`src/rtl/parking_slot_allocator.sv`:
```
// Entry-gate slot allocator. It debounces the entry sensor, hands each car the
// lowest free slot, times the barrier, and releases slots on exit reports.
// It is the only writer of the occupancy vector used by the display path.
module parking_slot_allocator #(
    parameter int NUM_SLOTS = 15,
    parameter int ID_W      = 4,
    parameter int DEB_CYC   = 4,
    parameter int GATE_CYC  = 8
) (
    input  logic                 clk,
    input  logic                 rst_n,
    input  logic                 entry_sensor,
    input  logic                 exit_valid,
    input  logic [ID_W-1:0]      exit_slot,
    output logic [NUM_SLOTS-1:0] cars,
    output logic                 full,
    output logic                 gate_open,
    output logic                 assigned_valid,
    output logic [ID_W-1:0]      assigned_slot,
    output logic                 full_reject,
    output logic                 exit_err
);

    localparam int DEB_W  = (DEB_CYC  > 1) ? $clog2(DEB_CYC)  : 1;
    localparam int GATE_W = (GATE_CYC > 1) ? $clog2(GATE_CYC) : 1;

    typedef enum logic [1:0] {
        IDLE     = 2'd0,
        ALLOC    = 2'd1,
        GATE     = 2'd2,
        WAIT_CLR = 2'd3
    } state_t;

    state_t               state, state_nxt;
    logic                 deb_entry, deb_entry_d;
    logic [DEB_W-1:0]     deb_cnt;
    logic                 entry_evt;
    logic [GATE_W-1:0]    gate_cnt;
    logic [NUM_SLOTS-1:0] free_hit, free_mask, alloc_oh;
    logic [ID_W-1:0]      alloc_idx;
    logic                 exit_ok;

    assign full      = &cars;
    assign entry_evt = deb_entry & ~deb_entry_d;

    // Debounce: follow the raw sensor only after DEB_CYC consecutive differing samples.
    always_ff @(posedge clk or negedge rst_n) begin
        if (!rst_n) begin
            deb_entry   <= 1'b0;
            deb_entry_d <= 1'b0;
            deb_cnt     <= '0;
        end else begin
            deb_entry_d <= deb_entry;
            if (entry_sensor == deb_entry) begin
                deb_cnt <= '0;
            end else if (deb_cnt == DEB_W'(DEB_CYC - 1)) begin
                deb_entry <= entry_sensor;
                deb_cnt   <= '0;
            end else begin
                deb_cnt <= deb_cnt + 1'b1;
            end
        end
    end

    // Exit decode: a one-hot hit that only counts when the slot is occupied;
    // out-of-range indices match no bit and so fall through to an error.
    always_comb begin
        free_hit = '0;
        for (int i = 0; i < NUM_SLOTS; i++)
            free_hit[i] = exit_valid && (exit_slot == ID_W'(i));
        free_mask = free_hit & cars;
        exit_ok   = |free_mask;
    end

    // Lowest free slot from the registered vector; a slot freed this cycle is
    // still marked occupied here, so it cannot be reissued on the same edge.
    always_comb begin
        alloc_idx = '0;
        for (int i = NUM_SLOTS - 1; i >= 0; i--)
            if (!cars[i]) alloc_idx = ID_W'(i);
        alloc_oh = ~cars & (cars + 1'b1);
    end

    // State register.
    always_ff @(posedge clk or negedge rst_n) begin
        if (!rst_n) state <= IDLE;
        else        state <= state_nxt;
    end

    // Next-state logic; entry events outside IDLE are dropped.
    always_comb begin
        state_nxt = state;
        case (state)
            IDLE:     if (entry_evt) state_nxt = full ? WAIT_CLR : ALLOC;
            ALLOC:    state_nxt = GATE;
            GATE:     if (gate_cnt == GATE_W'(GATE_CYC - 1)) state_nxt = WAIT_CLR;
            WAIT_CLR: if (!deb_entry) state_nxt = IDLE;
            default:  state_nxt = IDLE;
        endcase
    end

    // Output decode: the barrier is up for the whole GATE state.
    always_comb begin
        gate_open = (state == GATE);
    end

    // Gate timer, occupancy vector and the registered one-cycle pulses.
    always_ff @(posedge clk or negedge rst_n) begin
        if (!rst_n) begin
            gate_cnt       <= '0;
            cars           <= '0;
            assigned_valid <= 1'b0;
            assigned_slot  <= '0;
            full_reject    <= 1'b0;
            exit_err       <= 1'b0;
        end else begin
            gate_cnt       <= (state == GATE) ? gate_cnt + 1'b1 : '0;
            cars           <= (cars & ~free_mask) | ((state == ALLOC) ? alloc_oh : '0);
            assigned_valid <= (state == ALLOC);
            if (state == ALLOC) assigned_slot <= alloc_idx;
            full_reject    <= (state == IDLE) && entry_evt && full;
            exit_err       <= exit_valid && !exit_ok;
        end
    end

endmodule

```
`config.mk`:
```
export PLATFORM = sky130hd
export DESIGN_NAME = parking_slot_allocator
export DESIGN_NICKNAME = d
export VERILOG_FILES = /design/src/rtl/parking_slot_allocator.sv
export SDC_FILE = /design/constraint.sdc
export NUM_CORES = 1
export LEC_CHECK = 0
export BUFFER_PORTS_ARGS = -buffer_cell sky130_fd_sc_hd__buf_2
export CAP_MARGIN = 25
export CORE_MARGIN = 1.5
export CORE_UTILIZATION = 45
export CTS_CLUSTER_SIZE = 8
export DETAILED_ROUTE_END_ITERATION = 8
export GPL_ROUTABILITY_DRIVEN = 0
export MAX_ROUTING_LAYER = met4
export PLACE_DENSITY_LB_ADDON = 0.12
export SLEW_MARGIN = 20
export SYNTH_ARGS = -nofsm -noshare
export SYNTH_HDL_FRONTEND = slang
export SYNTH_SLANG_ARGS = --single-unit
```
`constraint.sdc`:
```
create_clock -name clk -period 2.2 [get_ports clk]
set_input_delay 0.33 -clock clk [delete_from_list [all_inputs] [get_ports clk]]
set_output_delay 0.33 -clock clk [all_outputs]
set_load 0.01 [all_outputs]
```
# After elaboration in Yosys (flattened, before gate mapping)
# Cells that the tools add are included.
word_totals:
  ff_bits: 31
  in_bits: 8
  wordCells: 94
op_classes:
  addsub: 3
  n_eq_ne: 23
  mux: 24
  bitwise_logic: 9
  n_reduce_logical: 25
op_table:
  columns: ["operator", "count"]
  rows:
  - ["4-bit two-way mux", 15]
  - ["15-bit bitwise AND", 3]
  - ["15-bit NOT", 2]
  - ["4-bit == test, second input constant", 7]
  - ["1-bit logical AND", 18]
  - ["4-bit by 3-bit == test with 1-bit output, second input constant", 4]
  - ["15-bit by 1-bit adder with 15-bit output, second input constant", 1]
  - ["15-bit two-way mux", 1]
  - ["15-bit OR", 1]
  - ["15-bit AND reduction", 1]
  - ["15-bit OR reduction", 1]
  - ["2-bit two-way mux", 6]
  - ["4-bit by 2-bit == test with 1-bit output, second input constant", 2]
  - ["2-bit one-hot mux with 4 select lines", 1]
  - ["2-bit == test, second input constant", 3]
  - ["4-bit by 1-bit == test with 1-bit output, second input constant", 1]
  - ["4-bit logical NOT", 1]
  - ["2-bit != test, second input constant", 2]
  - ["3-bit by 1-bit adder with 3-bit output, second input constant", 1]
  - ["3-bit == test, second input constant", 1]
  - ["3-bit two-way mux", 1]
  - ["3-bit AND reduction", 1]
  - ["2-bit by 1-bit adder with 2-bit output, second input constant", 1]
  - ["2-bit by 1-bit == test with 1-bit output, second input constant", 1]
  - ["7 further kinds", 8]

# Logic depth before layout (Yosys ltp)
# Gate-level depths: netlist (run 1).
depth:
  word_depth: 15
  depth_mapped: 7
  depth_no_buf: 6

# Worst setup path before layout (run 1)
# OpenSTA, ideal clock, no wires.
synth_timing:
  path_type: "register to register"
  from: "reg state[1]"
  to: "reg cars[10]"
  setup_ps: 82
  arrival_ps: 1481
  required_time_ps: 2118
  setup_slack_ps: 637
  path_stages_with_launch: 8
  synth_period_minus_slack_ps: 1563
  path_cell_list: "dfrtp_1 > inv_1 > ha_1 > buf_2 > nand3_2 > nor3_1 > a31oi_1 > a31oi_1"
synth_between:
  elab_chain_len: 3
synth_rtl:
  columns: ["element", "line_no", "text"]
  rows:
  - ["from (decl)", "34", "state_t state, state_nxt;"]
  - ["from (signal assigned)", "87", "else state <= state_nxt;"]
  - ["2-bit by 1-bit == test with 1-bit output", "118", "cars <= (cars & ~free_mask) | ((state == ALLOC) ? alloc_oh : '0);"]
  - ["15-bit two-way mux", "118", null]
  - ["15-bit OR", "118", null]
  - ["to (signal assigned)", "118", null]
  - ["to (decl)", "15", "output logic [NUM_SLOTS-1:0] cars,"]
# Every way passes these cells.
# A chain may end at the register's enable or synchronous reset.

# Final worst setup path (run 1)
layout_timing:
  from: "reg cars[6]"
  to: "out full"
layout_between:
  elab_chain_len: 1
layout_rtl:
  columns: ["element", "line_no", "text"]
  rows:
  - ["15-bit AND reduction", "43", "assign full = &cars;"]
  - ["to (decl)", "16", "output logic full,"]
# Every way passes these cells.

==> metrics.txt, run 1 <==
WL met3 208 microns; largest family of logic cells by synthesized area simple AND/OR/NAND/NOR gates; Net Sw Frac 0.4361; CTS H-tree lvls 2; Leakage 0.8998 nW; Yosys top cell area share 0.4572; Synth Area in Simple Gates 0.2308; vias in the first global route 1277; sequential share of power 0.437; Async S/R FF share, synth 1.000; layout cell share with drive strength beyond 1 0.2462; CTS root buf clkbuf_8; Die Wd 64.40 microns; Post-synth EDFFs 0; Worst Tran Pin Value 755.3 ps; Slew Limit Fails 0; Routed WL 3.812 mm; adder-cell share of the synthesized area 0.05900; highest metal used met4; Comb pwr share 0.404; Final period util 0.8585; CTS clk-pin slew, worst paths 60 ps; Area Overhead vs Synth 15.41%; Final min period 1889 ps; post-CTS setup buffers 0; Iter 0 DRT Violations 129; RSZ-0062 raised after global routing no; pwr dens 1384 nW/um^2; syn avg cell area 10.22 sq um; hold buffers post-CTS 0; DR vias/cell 5.555; DRT antenna net count 0; Req. time, crit path 1870 ps; peak supply drop 0.5806 mV; placed cell count 239; most common cell in the netlist dfrtp_1; top cells by count, synth 31 x dfrtp_1, 16 x a31oi_1, 12 x nor2_1; status completed; die area 4147 sq um; final setup TNS 0 ps; Crit Path Category register to output pin; Total Routing Usage GR 0.2210; HP Class input port to async pin; initial core utilization 0.4669; later-pin clock latency in the skew report 290 ps; DR DRC count 0; CP Launch Type register; post-synthesis compound-gate area fraction 0.1645; TritonCTS Buffers 5; row count 22; wire per inst 15.43 microns; clock share of power 0.159; 1st-pass router iterations 4; Cells after Synth 166; CP max stage cell dfrtp_1; Slew headroom 0.4954; Synth Warn # 0; global-route wire length before repair 6.596 mm; crit end category output pin; Layout Nets 214; Final Non-Filler Cells 247; CTS tree yes; commonest register cell after synthesis dfrtp_1; post-synthesis xor/xnor area fraction 0.005162; CP max stage delay 550 ps; Setup violations, final 0; Hold Vio Cnt, Final 0; Net Sw Power 1.182 mW; Placeable Area 3633 sq um; met2 WL 1.686 mm; Int Pwr 1.528 mW; flops & latches, synth 31; Die H 64.40 microns; register area share after synthesis 0.4572; worst-path cell chain nand4_4 -> nor4_4 -> buf_2; gr ovfl total 0; Vias 1372; max-cap violation count 0; Final HPWL DP 2.792 mm; mux cell area share after synthesis 0.04056; Area contributors post-synth dfrtp_1 46%, a31oi_1 5.9%, ha_1 5.9%; Net Count, Synth 182; Crit Path Max Fanout 8; area leader, netlist dfrtp_1; initial antenna violation count 0; I/O Buffers 31; Setup Skew 4.422 ps; mapped cell area 1697 sq um; M1 WL 1.835 mm; CTS Sinks 31; largest net degree at the start of global routing 32; IO Pins 32; Netlist cell types 40; Antenna Diode Count 0; Clock Path Buffers 2; max frequency 529.5 MHz; CTS resizes 0; crit path DAT 1560 ps
## per-layer routing
metal,global-route usage,up-vias
li1,-,680
met1,0.3151,643
met2,0.2969,41
met3,0.04930,8
met4,0.1064,0
met5,-,-
## cells by family (layout without fill, tap and decap cells)
family,after synthesis,count (layout)
simple gates,61,61
compound gates,44,44
flops,31,31
buf+inv,15,48
fa+ha+maj,8,8
mux,6,6
xor+xnor,1,1
## final cells by class
type / count / area [sq um]
multi-input combinational: 120 / 848.3
sequential: 31 / 775.7
fill: 352 / 1675
timing repair buffer: 31 / 155.1
clock inverter: 2 / 12.51
clock buffer: 6 / 72.57
inverter: 9 / 33.78
tap: 48 / 60.06
## power by group through the flow
stage	registers, mW	clock network (mW)	logic [mW]
6_report	1.18	0.430	1.10
5_1_grt	1.23	0.467	1.25
4_1_cts	1.18	0.443	1.11
3_5_place_dp	1.19	0	1.11
3_3_place_gp	1.17	0	1.08
2_1_floorplan	1.16	0	0.732
## state kept, by name (all words and copies together), names as in the netlist
signal          count
cars               15
assigned_slot       4
gate_cnt            3
deb_cnt             2
state               2
assigned_valid      1
deb_entry           1
deb_entry_d         1
exit_err            1
full_reject         1
## final timing paths
check,slack (ps),end,startpoint,cells past startpoint
setup / recovery,310,full,cars[6],3
hold / removal,70,gate_cnt[1],rst_n,1
setup reg to reg,360,cars[11],state[1],6
hold reg to reg,440,deb_cnt[0],deb_cnt[0],1
max in group asynchronous,1680,exit_err,rst_n,1
min in group clk,310,deb_entry,entry_sensor,2
## stage by stage
| stage | worst slack (ps) | cell area [sq um] | hold WS [ps] | util | power [mW] |
|---|---|---|---|---|---|
| 3_3_place_gp | 446.3 | 1873 | 403.2 | 0.5155 | 2.258 |
| 4_1_cts | 285.9 | 1958 | 88.68 | 0.5389 | 2.733 |
| 2_1_floorplan | 636.6 | 1697 | 34.41 | - | 1.889 |
| 6_report | 311.4 | 1958 | 74.84 | 0.5389 | 2.710 |
| 3_5_place_dp | 382.3 | 1873 | 403.4 | 0.5155 | 2.296 |
| 5_1_grt | 28.39 | 1958 | 136.4 | 0.5389 | 2.952 |
## critical path: cells and delay by family (launching register included)
family	cells	cell delay, ps
and+or+nand+nor	2	530
DFF	1	550
buffers and inverters	1	180
## cell usage in the layout (no fill, tap or decap), types with 2 or more instances in the layout
| cell type | n |
|---|---|
| inv_1 | 9 |
| dfrtp_1 | 31 |
| a21oi_1 | 8 |
| mux2i_1 | 2 |
| nand3b_1 | 3 |
| nor4_2 | 2 |
| and3b_1 | 2 |
| nor2_1 | 12 |
| clkbuf_8 | 5 |
| nand2b_1 | 2 |
| and2b_1 | 2 |
| nand3_1 | 5 |
| a22oi_1 | 2 |
| and2_1 | 3 |
| buf_2 | 31 |
| o21ai_0 | 10 |
| nand4_1 | 2 |
| a31oi_1 | 16 |
| and3_1 | 3 |
| mux2_2 | 3 |
| nor2b_1 | 5 |
| nand2_1 | 11 |
| ha_1 | 8 |
| nand4_4 | 2 |
| nor3_1 | 3 |
No activity file was read; power rests on OpenSTA's default activity.
==> run 2: changes to the inputs <==
--- a/config.mk
+++ b/config.mk
@@ -8,7 +8,8 @@
 export BUFFER_PORTS_ARGS = -buffer_cell sky130_fd_sc_hd__buf_2
 export CAP_MARGIN = 25
 export CORE_MARGIN = 1.5
-export CORE_UTILIZATION = 45
+export CORE_UTILIZATION = 44
+export CTS_CLUSTER_DIAMETER = 120
 export CTS_CLUSTER_SIZE = 8
 export DETAILED_ROUTE_END_ITERATION = 8
 export GPL_ROUTABILITY_DRIVEN = 0
==> run 2 against run 1 <==
Power rose by 1.5%. Clock-buffer cell count did not move. Critical endpoint unchanged. Maximum frequency fell by 0.95%. Setup slack got worse by 18 ps. Non-clock buffer count did not move. Register-to-register slack got worse by 60 ps. Critical path type unchanged. Sequential share of layout area did not move.
==> metrics.txt, run 2 (same netlist as run 1, synthesis figures left out) <==
CP Launch Type register; Placeable Area 3689 sq um (+1.5%); Crit Path Category register to output pin; final setup TNS 0 ps (unchanged); met1 Use GR 0.2956 (-0.01951); commonest non-fill, non-tap cells in the layout 31 x dfrtp_1, 31 x buf_2, 16 x a31oi_1; reg-to-reg startpoint state[1]; initial core utilization 0.4600 (-0.006969); largest register by flop count cars; later-pin clock latency in the skew report 290 ps (about the same); Slew Limit Fails 0 (unchanged); TritonCTS Buffers 5 (unchanged); CTS resizes 0 (unchanged); CTS tree yes; Worst Tran Pin Value 721.1 ps (-34.23 ps); Die H 65.10 microns (+1.1%); Net Sw Power 1.222 mW (+3.4%); Int Pwr 1.529 mW (about the same); row count 22 (unchanged); status completed; global-route wire length before repair 6.762 mm (+2.5%); largest net degree at the start of global routing 32 (unchanged); Largest register FFs 15 (unchanged); Final min period 1907 ps (+18.15 ps); DRT antenna net count 0 (unchanged); Setup violations, final 0 (unchanged); Routed WL 4.059 mm (+6.5%); gr ovfl total 0 (unchanged); Util after Layout 0.5309 (-0.008044); Req. time, crit path 1870 ps (about the same); layout cell share with drive strength beyond 1 0.2462 (unchanged); Top Registers cars x15, assigned_slot x4, gate_cnt x3; Crit Path Max Fanout 8 (unchanged); hold buffers post-CTS 0 (unchanged); Die Wd 65.10 microns (+1.1%); Final period util 0.8667 (+0.008248); CTS root buf clkbuf_8; max frequency 524.5 MHz (-0.95%); Area Overhead vs Synth 15.41% (unchanged); RR Endpoint assigned_slot[3]; Layout Nets 214 (unchanged); wire per inst 16.43 microns (+6.5%); GRT Max-Usage Layer met2; Final HPWL DP 2.896 mm (+3.7%); CTS clk-pin slew, worst paths 70 ps (about the same); clock share of power 0.163 (+0.004); RSZ-0062 raised after global routing no; Worst Reg-to-Reg Cells 6 (unchanged); met2 Usage GRT 0.3157 (+0.01885); peak supply drop 0.5709 mV (-1.7%); Total Routing Usage GR 0.2186 (-0.002412); Antenna Diode Count 0 (unchanged); Clock Path Buffers 2 (unchanged); Reg2Reg Setup Slack 300 ps (-60 ps); Net Sw Frac 0.4442 (+0.008095); Setup Skew 4.788 ps (+0.3659 ps); Leakage 0.8998 nW (unchanged); Vias 1407 (+2.6%); CTS Sinks 31 (unchanged); pwr dens 1405 nW/um^2 (+1.5%); post-CTS setup buffers 0 (unchanged); initial antenna violation count 0 (unchanged); Slew headroom 0.5182 (+0.02287); CP endpoint full; die area 4237 sq um (+2.2%); Hold Vio Cnt, Final 0 (unchanged); max-cap violation count 0 (unchanged); CTS H-tree lvls 2 (unchanged); Reg area 775.7 sq um (unchanged); crit end category output pin; critical path launch point cars[6]; sequential share of power 0.431 (-0.006); crit path DAT 1580 ps (+20 ps); Multi-input gate area 848.3 sq um (unchanged); fillers 350 (-0.57%); HP Class input port to async pin; DR vias/cell 5.696 (+2.6%); I/O Buffers 31 (unchanged); Comb pwr share 0.406 (+0.002); Iter 0 DRT Violations 111 (-14%); met3 Use GR 0.06336 (+0.01406); DR DRC count 0 (unchanged); vias in the first global route 1338 (+4.8%); 1st-pass router iterations 4 (unchanged); IO Pins 32 (unchanged)
==> run 2: worst min path at each step <==
stage,from,to,slack (ps),cells after the start
2_1_floorplan,rst_n,assigned_slot[0],30,0
3_3_place_gp,rst_n,gate_cnt[0],410,1
3_5_place_dp,rst_n,gate_cnt[0],410,1
4_1_cts,rst_n,gate_cnt[0],100,1
5_1_grt,rst_n,gate_cnt[0],140,1
6_report,rst_n,gate_cnt[0],90,1
==> run 2: layout make-up <==
class | count | share of cell area
Multi-Input combinational cell | 120 | 0.4332
Clock inverter | 2 | 0.006390
Clock buffer | 6 | 0.03706
Tap cell | 48 | 0.03067
Sequential cell | 31 | 0.3962
Timing Repair Buffer | 31 | 0.07923
Inverter | 9 | 0.01725
==> run 2: metrics by stage <==
stage               instance area (sq um)  hold slack (ps)  std cells  power, mW  setup WS (ps)
floorplan                            1697            34.41        166      1.889          636.6
global placement                     1873            406.0        239      2.264          464.6
detailed placement                   1873            413.6        239      2.308          365.4
CTS                                  1958            101.4        247      2.758          300.1
global route                         1958            139.1        247      2.967          108.9
finish                               1958            85.70        247      2.751          293.3
==> run 2: metal layers <==
layer  vias to the layer above  share of wire
li1                        677              -
met5                         -              0
met1                       675           0.48
met4                         0          0.018
met2                        44           0.45
met3                        11          0.053
==> run 2: power groups by stage <==
stage,Sequential (mW),Combinational [mW],Clock (mW)
2_1_floorplan,1.16,0.732,0
3_3_place_gp,1.18,1.08,0
3_5_place_dp,1.19,1.12,0
4_1_cts,1.18,1.12,0.455
5_1_grt,1.23,1.26,0.481
6_report,1.19,1.12,0.448
==> run 2: worst max-delay path: stages (launching register included) <==
cell and delay [ps]:
dfrtp_1 570, nand4_4 190, nor4_4 350, buf_2 180
==> run 3: changes to the inputs <==
--- a/config.mk
+++ b/config.mk
@@ -5,6 +5,7 @@
 export SDC_FILE = /design/constraint.sdc
 export NUM_CORES = 1
 export LEC_CHECK = 0
+export ABC_AREA = 1
 export BUFFER_PORTS_ARGS = -buffer_cell sky130_fd_sc_hd__buf_2
 export CAP_MARGIN = 25
 export CORE_MARGIN = 1.5
@@ -15,6 +16,7 @@
 export GPL_ROUTABILITY_DRIVEN = 0
 export MAX_ROUTING_LAYER = met4
 export PLACE_DENSITY_LB_ADDON = 0.12
+export REMOVE_ABC_BUFFERS = 1
 export SLEW_MARGIN = 20
 export SYNTH_ARGS = -nofsm -noshare
 export SYNTH_HDL_FRONTEND = slang
==> constraint.sdc (replaced) <==
create_clock -name clk -period 2.3 [get_ports clk]
set_input_delay 0.345 -clock clk [delete_from_list [all_inputs] [get_ports clk]]
set_output_delay 0.345 -clock clk [all_outputs]
set_load 0.01 [all_outputs]
==> run 3 against run 2 <==
Final cell count up 14%. Global-route usage down 1.6 points. Routed wire length decreased by 19%. Clock power is 5.4% lower. Die area decreased by 4.3%. Clock-buffer cell count stayed put. Register-to-register slack gained 240 ps. Critical path depth grew 4. Setup slack improved by 230 ps. Critical path type unchanged. Largest power group is now combinational logic.
==> metrics.txt, run 3 <==
later-pin clock latency in the skew report 290 ps (about the same); status completed; Final period util 0.7724; global-route wire length before repair 5.996 mm (-11%); CTS H-tree lvls 2 (unchanged); final setup TNS 0 ps (unchanged); crit end category output pin; CP Launch Type register; CP Depth 7 (+4); largest net degree at the start of global routing 32 (unchanged); Top Registers cars x15, assigned_slot x4, gate_cnt x3; RSZ-0062 raised after global routing no; peak supply drop 0.5448 mV (-4.6%); Crit Path Max Fanout 6 (-2); gr ovfl total 0 (unchanged); TritonCTS Buffers 5 (unchanged); layout cell share with drive strength beyond 1 0.2246 (-0.02165); I/O Buffers 31 (unchanged); pre-CTS setup slack 555.9 ps (+190.4 ps); Largest register FFs 15 (unchanged); Top delay family on crit path simple AND/OR/NAND/NOR gates; Tot Pwr 2.524 mW (-8.3%); CP endpoint full; leading cell type in the layout, fill and taps excluded nand2_1; mapped cell area 1620 sq um (-4.5%); DR DRC count 0 (unchanged); CTS root buf clkbuf_8; top cells by count, synth 43 x nand2_1, 32 x inv_1, 31 x dfrtp_1; wire per inst 11.70 microns (-29%); Netlist cell types 25 (-38%); IO Pins 32 (unchanged); Final WS setup 523.4 ps (+230.1 ps); Routed WL 3.299 mm (-19%); Post-synth EDFFs 0 (unchanged); Vias 1361 (-3.3%); 1st-pass router iterations 4 (unchanged); hold buffers post-CTS 0 (unchanged); Async S/R FF share, synth 1.000 (unchanged); Util after Layout 0.5580 (+0.02711); CTS clk-pin slew, worst paths 60 ps (about the same); Hold Vio Cnt, Final 0 (unchanged); initial core utilization 0.4707 (+0.01077); Reg2Reg Setup Slack 540 ps (+240 ps); Layout Nets 252 (+18%); Leakage 1.043 nW (+16%); Area contributors post-synth dfrtp_1 48%, nand2_1 10%, inv_1 7.4%; Setup Skew 4.267 ps (-0.5206 ps); placed cell count 275 (+15%); commonest non-fill, non-tap cells in the layout 43 x nand2_1, 32 x inv_1, 31 x dfrtp_1, 31 x buf_2, 18 x nor3_1; CP dominant cell by count nand2_1; DRT antenna net count 0 (unchanged); Final HPWL DP 2.514 mm (-13%); CTS Sinks 31 (unchanged); register area share after synthesis 0.4788 (+0.02154); reg-to-reg startpoint state[1]; Placeable Area 3442 sq um (-6.7%); CTS tree yes; Worst Tran Pin Value 673.8 ps (-47.29 ps); met2 WL 1.269 mm (-31%); largest register by flop count cars; Antenna Diode Count 0 (unchanged); max-cap violation count 0 (unchanged); M1 WL 1.769 mm (-8.3%); flops & latches, synth 31 (unchanged); placed cell areas 1833 sq um (-2.1%); Clock Path Buffers 2 (unchanged); CP max stage cell dfrtp_1; Final Non-Filler Cells 282 (+14%); Req. time, crit path 1960 ps (+90 ps); Synth Warn # 0 (unchanged); Critical path buffers and inverters 3 (+2); Die Wd 63.69 microns (-2.2%); area leader, netlist dfrtp_1; final instance area 1921 sq um (-1.9%); RR Endpoint cars[13]; Yosys top cell area share 0.4788 (+0.02154); WL met3 174 microns (-20%); pwr dens 1314 nW/um^2 (-6.5%); Iter 0 DRT Violations 58 (-48%); Slew headroom 0.5508 (+0.03257); CP max stage delay 430 ps (-140 ps); Setup violations, final 0 (unchanged); max frequency 562.9 MHz; die area 4056 sq um (-4.3%); worst-path cell chain nand2_1 -> nor2_1 -> nand2_1 -> inv_1 -> nand3_1 -> clkinv_1 -> buf_2; commonest register cell after synthesis dfrtp_1; HP Class input port to async pin; Cells after Synth 198 (+19%); crit path DAT 1430 ps (-150 ps); Worst Reg-to-Reg Cells 12 (+6); row count 21 (-4.5%); Area Overhead vs Synth 18.53%; WHS 91.30 ps (+5.604 ps); syn avg cell area 8.183 sq um (-20%); most common cell in the netlist nand2_1; post-CTS setup buffers 0 (unchanged); Die H 63.69 microns (-2.2%); Total Routing Usage GR 0.2026 (-0.01603); Crit Path Category register to output pin; critical path launch point cars[9]; Final min period 1777 ps; Slew Limit Fails 0 (unchanged); highest metal used met4; DR vias/cell 4.826 (-15%); vias in the first global route 1260 (-5.8%); CTS resizes 0 (unchanged); initial antenna violation count 0 (unchanged)
run 3: per-layer routing:
metal  up-vias  global-route usage
met5         -                   -
met4         0              0.1141
met3         7             0.04286
met2        42              0.2632
met1       602              0.2900
li1        710                   -
run 3: cell type report:
cell class / count / area [sq um]
clock buffers: 6 / 82.58
clock inverters: 1 / 5.005
inverters: 38 / 142.6
well taps: 46 / 57.56
multi-input cells: 129 / 701.9
flip-flops and latches: 31 / 775.7
repair buffers: 31 / 155.1
fillers: 335 / 1521
run 3: worst min path at each step:
stage | end | startpoint | cells after the start | slack, ps
2_1_floorplan | assigned_slot[0] | rst_n | 0 | 50
3_3_place_gp | gate_cnt[0] | gate_cnt[0] | 1 | 420
3_5_place_dp | cars[13] | rst_n | 1 | 430
4_1_cts | cars[0] | rst_n | 1 | 120
5_1_grt | cars[0] | rst_n | 1 | 150
6_report | cars[0] | rst_n | 1 | 90
run 3: cells by family after synthesis:
kind of cell               count (synthesis)  synth area share
and+or+nand+nor                           94            0.2765
buffers and inverters                     38           0.08803
adders and majority gates                  8           0.06178
AOI/OAI and AO/OA                         26           0.08957
DFF                                       31            0.4788
xor gates and xnor gates                   1          0.005406
run 3: report_power, final:
part	leakage (nW)	switching [mW]	internal, mW
Combinational	0.629	0.703	0.420
Clock	0.0470	0.190	0.234
Sequential	0.367	0.202	0.775
Total	1.04	1.09	1.43
run 3: worst reg2reg max path, stage by stage, from the launching register on:
cell and delay (ps):
dfrtp_1 420, inv_1 110, ha_1 200, nand2_2 100, nor2_4 110, inv_2 70
nor2_8 110, inv_2 70, nor3_4 160, nand2_2 90, inv_2 70, nand2_1 60
a21oi_2 120
